$ cat config.mk
export PLATFORM = sky130hd
export DESIGN_NAME = rb_param_bank
export DESIGN_NICKNAME = d
export VERILOG_FILES = /design/src/rtl/rb_param_bank.sv
export SDC_FILE = /design/constraint.sdc
export NUM_CORES = 1
export LEC_CHECK = 0
export CELL_PAD_IN_SITES_DETAIL_PLACEMENT = 1
export CELL_PAD_IN_SITES_GLOBAL_PLACEMENT = 2
export CORE_MARGIN = 5
export CORE_UTILIZATION = 34
export CTS_BUF_LIST = sky130_fd_sc_hd__clkbuf_8 sky130_fd_sc_hd__clkbuf_16
export CTS_CLUSTER_DIAMETER = 40
export CTS_CLUSTER_SIZE = 40
export DETAILED_ROUTE_END_ITERATION = 7
export GPL_TIMING_DRIVEN = 0
export HOLD_SLACK_MARGIN = 0.02
export PLACE_DENSITY_LB_ADDON = 0.08
export SYNTH_ARGS = -nofsm -noshare
export SYNTH_HDL_FRONTEND = slang
export SYNTH_SLANG_ARGS = --single-unit
$ cat constraint.sdc
create_clock -name clk -period 4.5 [get_ports clk]
set_input_delay 0.9 -clock clk [delete_from_list [all_inputs] [get_ports clk]]
set_output_delay 0.9 -clock clk [all_outputs]
set_load 0.02 [all_outputs]
$ cat src/rtl/rb_param_bank.sv
// Register bank between control unit and ALU. It has one write port fed by an 8-way source mux and
// two combinational ALU read ports with optional write-through. It also has a handshaked output latch
// and a sticky flag that records inc/dec wrap-around.
module rb_param_bank #(
  parameter int DATA_W   = 8,
  parameter int NUM_REGS = 8,
  parameter int BYPASS   = 1,
  localparam int ADDR_W  = $clog2(NUM_REGS)
) (
  input  logic              clk,
  input  logic              reset,
  input  logic [DATA_W-1:0] InA,
  input  logic [DATA_W-1:0] InB,
  input  logic [DATA_W-1:0] CUconst,
  input  logic [DATA_W-1:0] ALUout,
  input  logic [2:0]        InMuxAdd,
  input  logic              WE,
  input  logic [ADDR_W-1:0] RegAdd,
  input  logic [ADDR_W-1:0] MovAdd,
  input  logic [ADDR_W-1:0] RdAddA,
  input  logic [ADDR_W-1:0] RdAddB,
  output logic [DATA_W-1:0] ALUinA,
  output logic [DATA_W-1:0] ALUinB,
  input  logic [ADDR_W-1:0] OutMuxAdd,
  input  logic              OutReq,
  input  logic              OutAck,
  output logic [DATA_W-1:0] Out,
  output logic              OutValid,
  output logic              WrapFlag,
  input  logic              FlagClr
);

  localparam logic [ADDR_W:0] REG_COUNT = NUM_REGS[ADDR_W:0];

  typedef enum logic {EMPTY, FULL} outState_t;

  function automatic logic isLegal(input logic [ADDR_W-1:0] addr);
    return {1'b0, addr} < REG_COUNT;
  endfunction

  logic [DATA_W-1:0] regFile [NUM_REGS];
  logic [DATA_W-1:0] curVal;
  logic [DATA_W-1:0] movVal;
  logic [DATA_W-1:0] capVal;
  logic [DATA_W-1:0] writeData;
  logic              writeLegal;
  logic              wrapHit;
  outState_t         outState;
  logic [DATA_W-1:0] outData;
  logic              wrapReg;

  // Move, inc/dec and capture all see the contents stored before the edge.
  assign curVal     = isLegal(RegAdd)    ? regFile[RegAdd]    : '0;
  assign movVal     = isLegal(MovAdd)    ? regFile[MovAdd]    : '0;
  assign capVal     = isLegal(OutMuxAdd) ? regFile[OutMuxAdd] : '0;
  assign writeLegal = WE && isLegal(RegAdd);

  always_comb begin
    writeData = '0;
    case (InMuxAdd)
      3'd0:    writeData = InA;
      3'd1:    writeData = InB;
      3'd2:    writeData = CUconst;
      3'd3:    writeData = ALUout;
      3'd4:    writeData = movVal;
      3'd5:    writeData = curVal + 1'b1;
      3'd6:    writeData = curVal - 1'b1;
      default: writeData = '0;
    endcase
  end

  assign wrapHit = writeLegal &&
                   (((InMuxAdd == 3'd5) && (curVal == {DATA_W{1'b1}})) ||
                    ((InMuxAdd == 3'd6) && (curVal == '0)));

  always_ff @(posedge clk or negedge reset) begin
    if (!reset) begin
      for (int i = 0; i < NUM_REGS; i++) regFile[i] <= '0;
    end else if (writeLegal) begin
      regFile[RegAdd] <= writeData;
    end
  end

  // Both read ports share one structure; forwarding is suppressed while reset is held.
  logic [1:0][ADDR_W-1:0] rdAdd;
  logic [1:0][DATA_W-1:0] aluIn;
  assign rdAdd[0] = RdAddA;
  assign rdAdd[1] = RdAddB;

  for (genvar gi = 0; gi < 2; gi++) begin : gReadPort
    logic forwardHit;
    assign forwardHit = (BYPASS != 0) && reset && writeLegal && (RegAdd == rdAdd[gi]);
    assign aluIn[gi]  = forwardHit ? writeData :
                        (isLegal(rdAdd[gi]) ? regFile[rdAdd[gi]] : '0);
  end

  assign ALUinA = aluIn[0];
  assign ALUinB = aluIn[1];

  // FULL never overwrites unconsumed data unless the consumer acks in the same cycle.
  always_ff @(posedge clk or negedge reset) begin
    if (!reset) begin
      outState <= EMPTY;
      outData  <= '0;
    end else begin
      case (outState)
        EMPTY: begin
          if (OutReq) begin
            outData  <= capVal;
            outState <= FULL;
          end
        end
        FULL: begin
          if (OutAck) begin
            if (OutReq) outData <= capVal;
            else        outState <= EMPTY;
          end
        end
        default: outState <= EMPTY;
      endcase
    end
  end

  always_ff @(posedge clk or negedge reset) begin
    if (!reset)       wrapReg <= 1'b0;
    else if (wrapHit) wrapReg <= 1'b1;
    else if (FlagClr) wrapReg <= 1'b0;
  end

  assign Out      = outData;
  assign OutValid = (outState == FULL);
  assign WrapFlag = wrapReg;

endmodule
# Yosys cells after proc, flatten, opt, wreduce, memory -nomap -nowiden
# Cells that the tools add are included.
[totals] inputBits=56 elab_cells=75 ff_bits=74 out_inout_bits=26
[classes] n_bitwise=6 eq_ne=10 n_mux=29 n_lt_le_gt_ge=6 n_reduce_logical=11 addsub=2
[ops] op="binary-select mux 8 bit (select 3 bit)" n=5
[ops] op="two-way mux 8 bit" n=15
[ops] op="bitwise mux 64 bit" n=1
[ops] op="one-hot mux 8 bit (7 select lines)" n=1
[ops] op="demux 8 bit (select 3 bit)" n=1
[ops] op="greater-or-equal comparator 4 bit (second input constant)" n=5
[ops] op="NOT 3 -> 4 bit" n=5
[ops] op="one-hot mux 8 bit (2 select lines)" n=1
[ops] op="equality test 3 bit (second input constant)" n=3
[ops] op="adder 8 x 1 -> 8 bit (second input constant)" n=1
[ops] op="equality test 8 bit (second input constant)" n=1
[ops] op="logical NOT 8 bit" n=1
[ops] op="subtractor 8 x 1 -> 8 bit (second input constant)" n=1
[ops] op="logical AND 1 bit" n=7
[ops] op="equality test 3 x 2 -> 1 bit (second input constant)" n=2
[ops] op="equality test 3 bit" n=2
[ops] op="< comparator 4 x 1 -> 1 bit (second input constant)" n=1
[ops] op="two-way mux 1 bit" n=4
[ops] op="equality test 3 x 1 -> 1 bit (second input constant)" n=1
[ops] op="logical NOT 3 bit" n=1
[ops] op="!= test 2 bit (second input constant)" n=1
[ops] op="one-hot mux 1 bit (2 select lines)" n=1
[ops] op="nonzero test 2 bit" n=1
[ops] op="logical OR 1 bit" n=1
[ops] op="NOT 1 bit" n=1

# Depth between registers and ports, before layout
[depth] word_depth=9 ltp_mapped=13 depth_no_buf=11

# Worst setup path before layout
# No wires, ideal clock.
[synth_timing] path_kind="input port to output port" from="input port RegAdd[1]" to="output port ALUinB[6]" required_time_ns=3.600 setup_slack_ns=-0.310 path_stages=11 path_buffers=2 arrival_time_ns=3.910 cell_sequence="buf_2 -> buf_1 -> mux4_2 -> mux2_2 -> fa_1 -> a21o_1 -> a31o_2 -> a221oi_2 -> xnor2_1 -> a21oi_4 -> a21oi_1"
[synth_via] elab_chain_cells=7 elab_cells_between_ends=10 cone_classes="add/sub: 2; eq/ne: 1; mux: 5; bitwise: 1; reduce/logical: 1"
[synth_rtl] item="from (decl)" line_no="18" rtl="input logic [ADDR_W-1:0] RegAdd,"
[synth_rtl] item="NOT 3 -> 4 bit (not written as such)" line_no="53" rtl="assign curVal = isLegal(RegAdd) ? regFile[RegAdd] : '0;"
[synth_rtl] item="binary-select mux 8 bit (select 3 bit)" line_no="53"
[synth_rtl] item="two-way mux 8 bit (not written as such) (2 in series)" line_no="53"
[synth_rtl] item="subtractor 8 x 1 -> 8 bit or adder 8 x 1 -> 8 bit (tied branches)" line_no="67, 66"
[synth_rtl] item="one-hot mux 8 bit (7 select lines)" line_no="60" rtl="case (InMuxAdd)"
[synth_rtl] item="two-way mux 8 bit *" line_no="93" rtl="assign aluIn[gi] = forwardHit ? writeData :"
[synth_rtl] item="to (decl)" line_no="23" rtl="output logic [DATA_W-1:0] ALUinB,"
# Every way passes the cells marked *; elsewhere a longest branch is shown, timed or not. The select of a mux whose other input is x is not followed.

# Final worst setup path
[layout_timing] from="input port RegAdd[0]" to="output port ALUinA[6]"
[layout_via] elab_chain_cells=7 elab_cells_between_ends=10 cone_classes="add/sub: 2; eq/ne: 1; mux: 5; bitwise: 1; reduce/logical: 1"
[layout_rtl] item="NOT 3 -> 4 bit (not written as such)" line_no="53"
[layout_rtl] item="binary-select mux 8 bit (select 3 bit)" line_no="53"
[layout_rtl] item="two-way mux 8 bit (not written as such) (2 in series)" line_no="53"
[layout_rtl] item="subtractor 8 x 1 -> 8 bit or adder 8 x 1 -> 8 bit (tied branches)" line_no="67, 66"
[layout_rtl] item="one-hot mux 8 bit (7 select lines)" line_no="60"
[layout_rtl] item="two-way mux 8 bit *" line_no="93"
[layout_rtl] item="to (decl)" line_no="22" rtl="output logic [DATA_W-1:0] ALUinA,"
# Marks and branches as above.

==> run_results.csv <==
group,metric,value,unit
route,routed-via-count,5410,
synth,synth_enable_flop_cells,0,
finish,post_layout_nonfiller_instances,918,
die,row_count,49,
die,core-area,17840,µm²
worst_hold_path,hold_path_depth,2,
cts,clock_sinks,74,
worst_hold_path,holdPathEnd,"Out[7]",
sta,worst_pin_slew,956.0,ps
place,placed_area,7096,µm²
die,initial_core_utilization,0.3423,
synth,synth_compound_area_frac,0.1565,
finish,num-nets-final,746,
synth,seq_area_frac_synth,0.3032,
sta,whs,481.4,ps
worst_hold_path,hold_path_class,"reg2reg",
synth,synthesis.nets,610,
global_routing,antenna_violations_before_repair,0,
cts,clock_insertion_delay_worst_skew,350,ps
route,antenna_violating_nets_post_route,0,
synth,synthesis.area_per_instance,11.14,µm²
power_and_ir_drop,power.density,408.9,nW/µm²
cts,clk_path_buf_depth,2,
setup_path,r2r-start,"regFile[8]",
synth,syn_inst,548,
sta,number_of_failing_hold_endpoints_at_the_final_stage,0,
setup_path,worst_setup_path_start_kind,"input port",
global_routing,track_usage,0.2354,
worst_hold_path,min-delay-start,"Out[7]",
synth,postSynthRegisterBits,74,
die,full_die_area,20740,µm²
route,via_per_inst,5.893,
route,detail_route.drc_violations,0,
power_and_ir_drop,switching_pwr,1.289,mW
synth,synth_flop_cell,"sky130_fd_sc_hd__dfrtp_1",
place,port_buffers,65,
outcome,violations,"setup timing",
synth,synth.mux.area_fraction,0.3604,
sta,clock_skew,8.222,ps
synth,ys_async_sr_fraction,1.000,
power_and_ir_drop,power.sequential.fraction,0.315,
cts,hold_buffers,0,
synth,yosysUniqueCellTypes,59,
die,die_h,144.0,µm
power_and_ir_drop,clock_power_share,0.222,
global_routing,first_pass_grt_wire_length,36.09,mm
global_routing,grt.overflow.total,0,
power_and_ir_drop,vdd.ir_drop.worst,187.8,µV
synth,synth-xor-area-share,0.02233,
sta,max_slew_margin,0.3613,
global_routing,first_global_vias,5864,
sta,fmax,0.2149,GHz
cts,number_of_buffers_created_by_cts,9,
setup_path,cp.required,3600,ps
die,die_width,144.0,µm
sta,unrepaired_setup_endpoints_after_global_routing,"true",
sta,final_critical_path_setup_slack,-153.1,ps
finish,final_common_cell,"sky130_fd_sc_hd__mux4_2",
setup_path,critical_path.endpoint_type,"output port",
sta,setup_tns,-478.3,ps
synth,synthAdderAreaFrac,0.01537,
cts,cts.htree.levels,3,
setup_path,cp_max_fo,5,
setup_path,ff2ff_setup_slack,450,ps
finish,share_of_final_layout_standard_cells_stronger_than_drive_strength_1,0.3730,
setup_path,r2r_cells,24,
setup_path,crit_arrival,3750,ps
power_and_ir_drop,power_frac_comb,0.464,
sta,final.period_utilization,1.034,
place,dp.cells,843,
route,drt_first_iter_violations,285,
global_routing,grt_max_degree,46,
finish,area_growth_syn_to_layout,35.30,%
place,dpl.hpwl,17.19,mm
setup_path,reg_to_reg_end,"WrapFlag",
synth,synth_simple_gate_area_share,0.1049,
synth,main_combinational_cell_family_by_area_after_synthesis,"multiplexers",
power_and_ir_drop,leakage_power_figure,3.268,nW
setup_path,worst-setup-path-type,"in2out",
sta,finalSetupViolCount,8,
place,dpl_worst_slack,-1872,ps
die,io-pin-count,82,
sta,timing.final.max_slew_violations,0,
place,place_congestion,0.8276,
cts,cts_root_buf,"sky130_fd_sc_hd__clkbuf_16",
power_and_ir_drop,cell_internal_power_dissipation,2.090,mW
route,routed_wirelength,23.75,mm
synth,yosysWarnings,0,
synth,synth_area,6107,µm²
route,dr.pass1.iters,5,
cts,tritoncts,"built",
outcome,status,"finished with violations",
sta,timing.final.crit_period,4653,ps
cts,cts.reportedPaths.clkPinSlew,70,ps
finish,mostFrequentLayoutCells,"sky130_fd_sc_hd__mux4_2 (76), sky130_fd_sc_hd__dfrtp_1 (74), sky130_fd_sc_hd__nand2_1 (73)",
finish,stdcell_area,8263,µm²
route,wire_per_inst,25.87,µm
power_and_ir_drop,power.switching_fraction,0.3814,
flow_run,maxCapViolations,0,
finish,antenna_cells_inserted,0,
## cell usage after synthesis (all sizes together), types with 14 or more instances
cell type  instances  area share
a211oi            16       0.020
buf               22       0.017
mux2i             22       0.041
clkbuf            28       0.017
nor2              16      0.0098
mux4              79        0.29
mux2              14       0.026
dfrtp             74        0.30
nand2             74       0.045
a21oi             28       0.027
nor2b             21       0.022
o21ai             67       0.056
## through the flow
stage	power (mW)	utilization
2_1_floorplan	1.838	-
3_3_place_gp	2.282	0.3963
3_5_place_dp	2.333	0.3977
4_1_cts	3.309	0.4523
5_1_grt	3.556	0.4631
6_report	3.378	0.4631
## sequential cells by signal, summed over array words and instances, names as in the netlist
signal,flops
WrapFlag,1
OutValid,1
Out,8
regFile,64
## cell type report
class / count / area (µm²)
flip-flops and latches: 74 / 1852
clock buffers: 9 / 225.2
inverters: 5 / 20.02
fillers: 1910 / 9578
repair buffers: 126 / 1162
clock inverters: 7 / 78.83
multi-input cells: 419 / 4363
plain buffers: 49 / 275.3
well taps: 229 / 286.5
## kinds of logic (layout without fill, tap and decap cells)
group | count (synthesis) | count (layout)
AOI/OAI and AO/OA | 144 | 144
xor gates and xnor gates | 14 | 14
adders and majority gates | 7 | 7
buffers and inverters | 55 | 196
DFF | 74 | 74
muxes | 115 | 115
and+or+nand+nor | 139 | 139
## per-layer routing
| layer | vias up | wire length, µm | track usage | part of all wire |
|---|---|---|---|---|
| met3 | 32 | 1512 | 0.03638 | 0.064 |
| met1 | 2813 | 9939 | 0.3169 | 0.42 |
| met5 | - | 0 | 0 | 0 |
| li1 | 2398 | - | - | - |
| met4 | 0 | 478 | 0.06492 | 0.020 |
| met2 | 167 | 11820 | 0.3969 | 0.50 |
## how the worst max path moves through the flow
stage	cells after the start	slack [ps]	endpoint	from
final	13	-150	ALUinA[6]	RegAdd[0]
after global placement	7	-3480	ALUinA[6]	reset
after CTS	13	-140	ALUinA[6]	RegAdd[0]
after detailed placement	15	-1870	ALUinB[6]	RegAdd[0]
after floorplan	13	20	ALUinB[6]	RegAdd[0]
after global routing	13	-250	ALUinA[6]	RegAdd[0]
## worst max-delay path, stage by stage
cell and delay (ps):
sky130_fd_sc_hd__buf_12 90, sky130_fd_sc_hd__buf_8 120, sky130_fd_sc_hd__mux4_2 520, sky130_fd_sc_hd__mux2i_4 230, sky130_fd_sc_hd__inv_2 90, sky130_fd_sc_hd__fa_2 420, sky130_fd_sc_hd__a21o_1 210, sky130_fd_sc_hd__a31o_2 230
sky130_fd_sc_hd__a221oi_4 300, sky130_fd_sc_hd__xnor2_2 110, sky130_fd_sc_hd__a21oi_4 290, sky130_fd_sc_hd__a21oi_4 90, sky130_fd_sc_hd__buf_6 150
## repair_timing
action,CTS,global route
resized for setup,116,40
gates cloned,1,0
pin swaps,19,16
setup buffers,52,11
endpoints found under the setup margin,41,16
## power groups by stage
stage / registers [mW] / logic, mW / clock network (mW)
final: 1.06 / 1.57 / 0.748
after global routing: 1.09 / 1.68 / 0.792
after CTS: 1.05 / 1.49 / 0.765
after detailed placement: 1.06 / 1.27 / 0
after global placement: 1.04 / 1.24 / 0
after floorplan: 0.996 / 0.842 / 0
No activity file was read; power rests on OpenSTA's default activity.
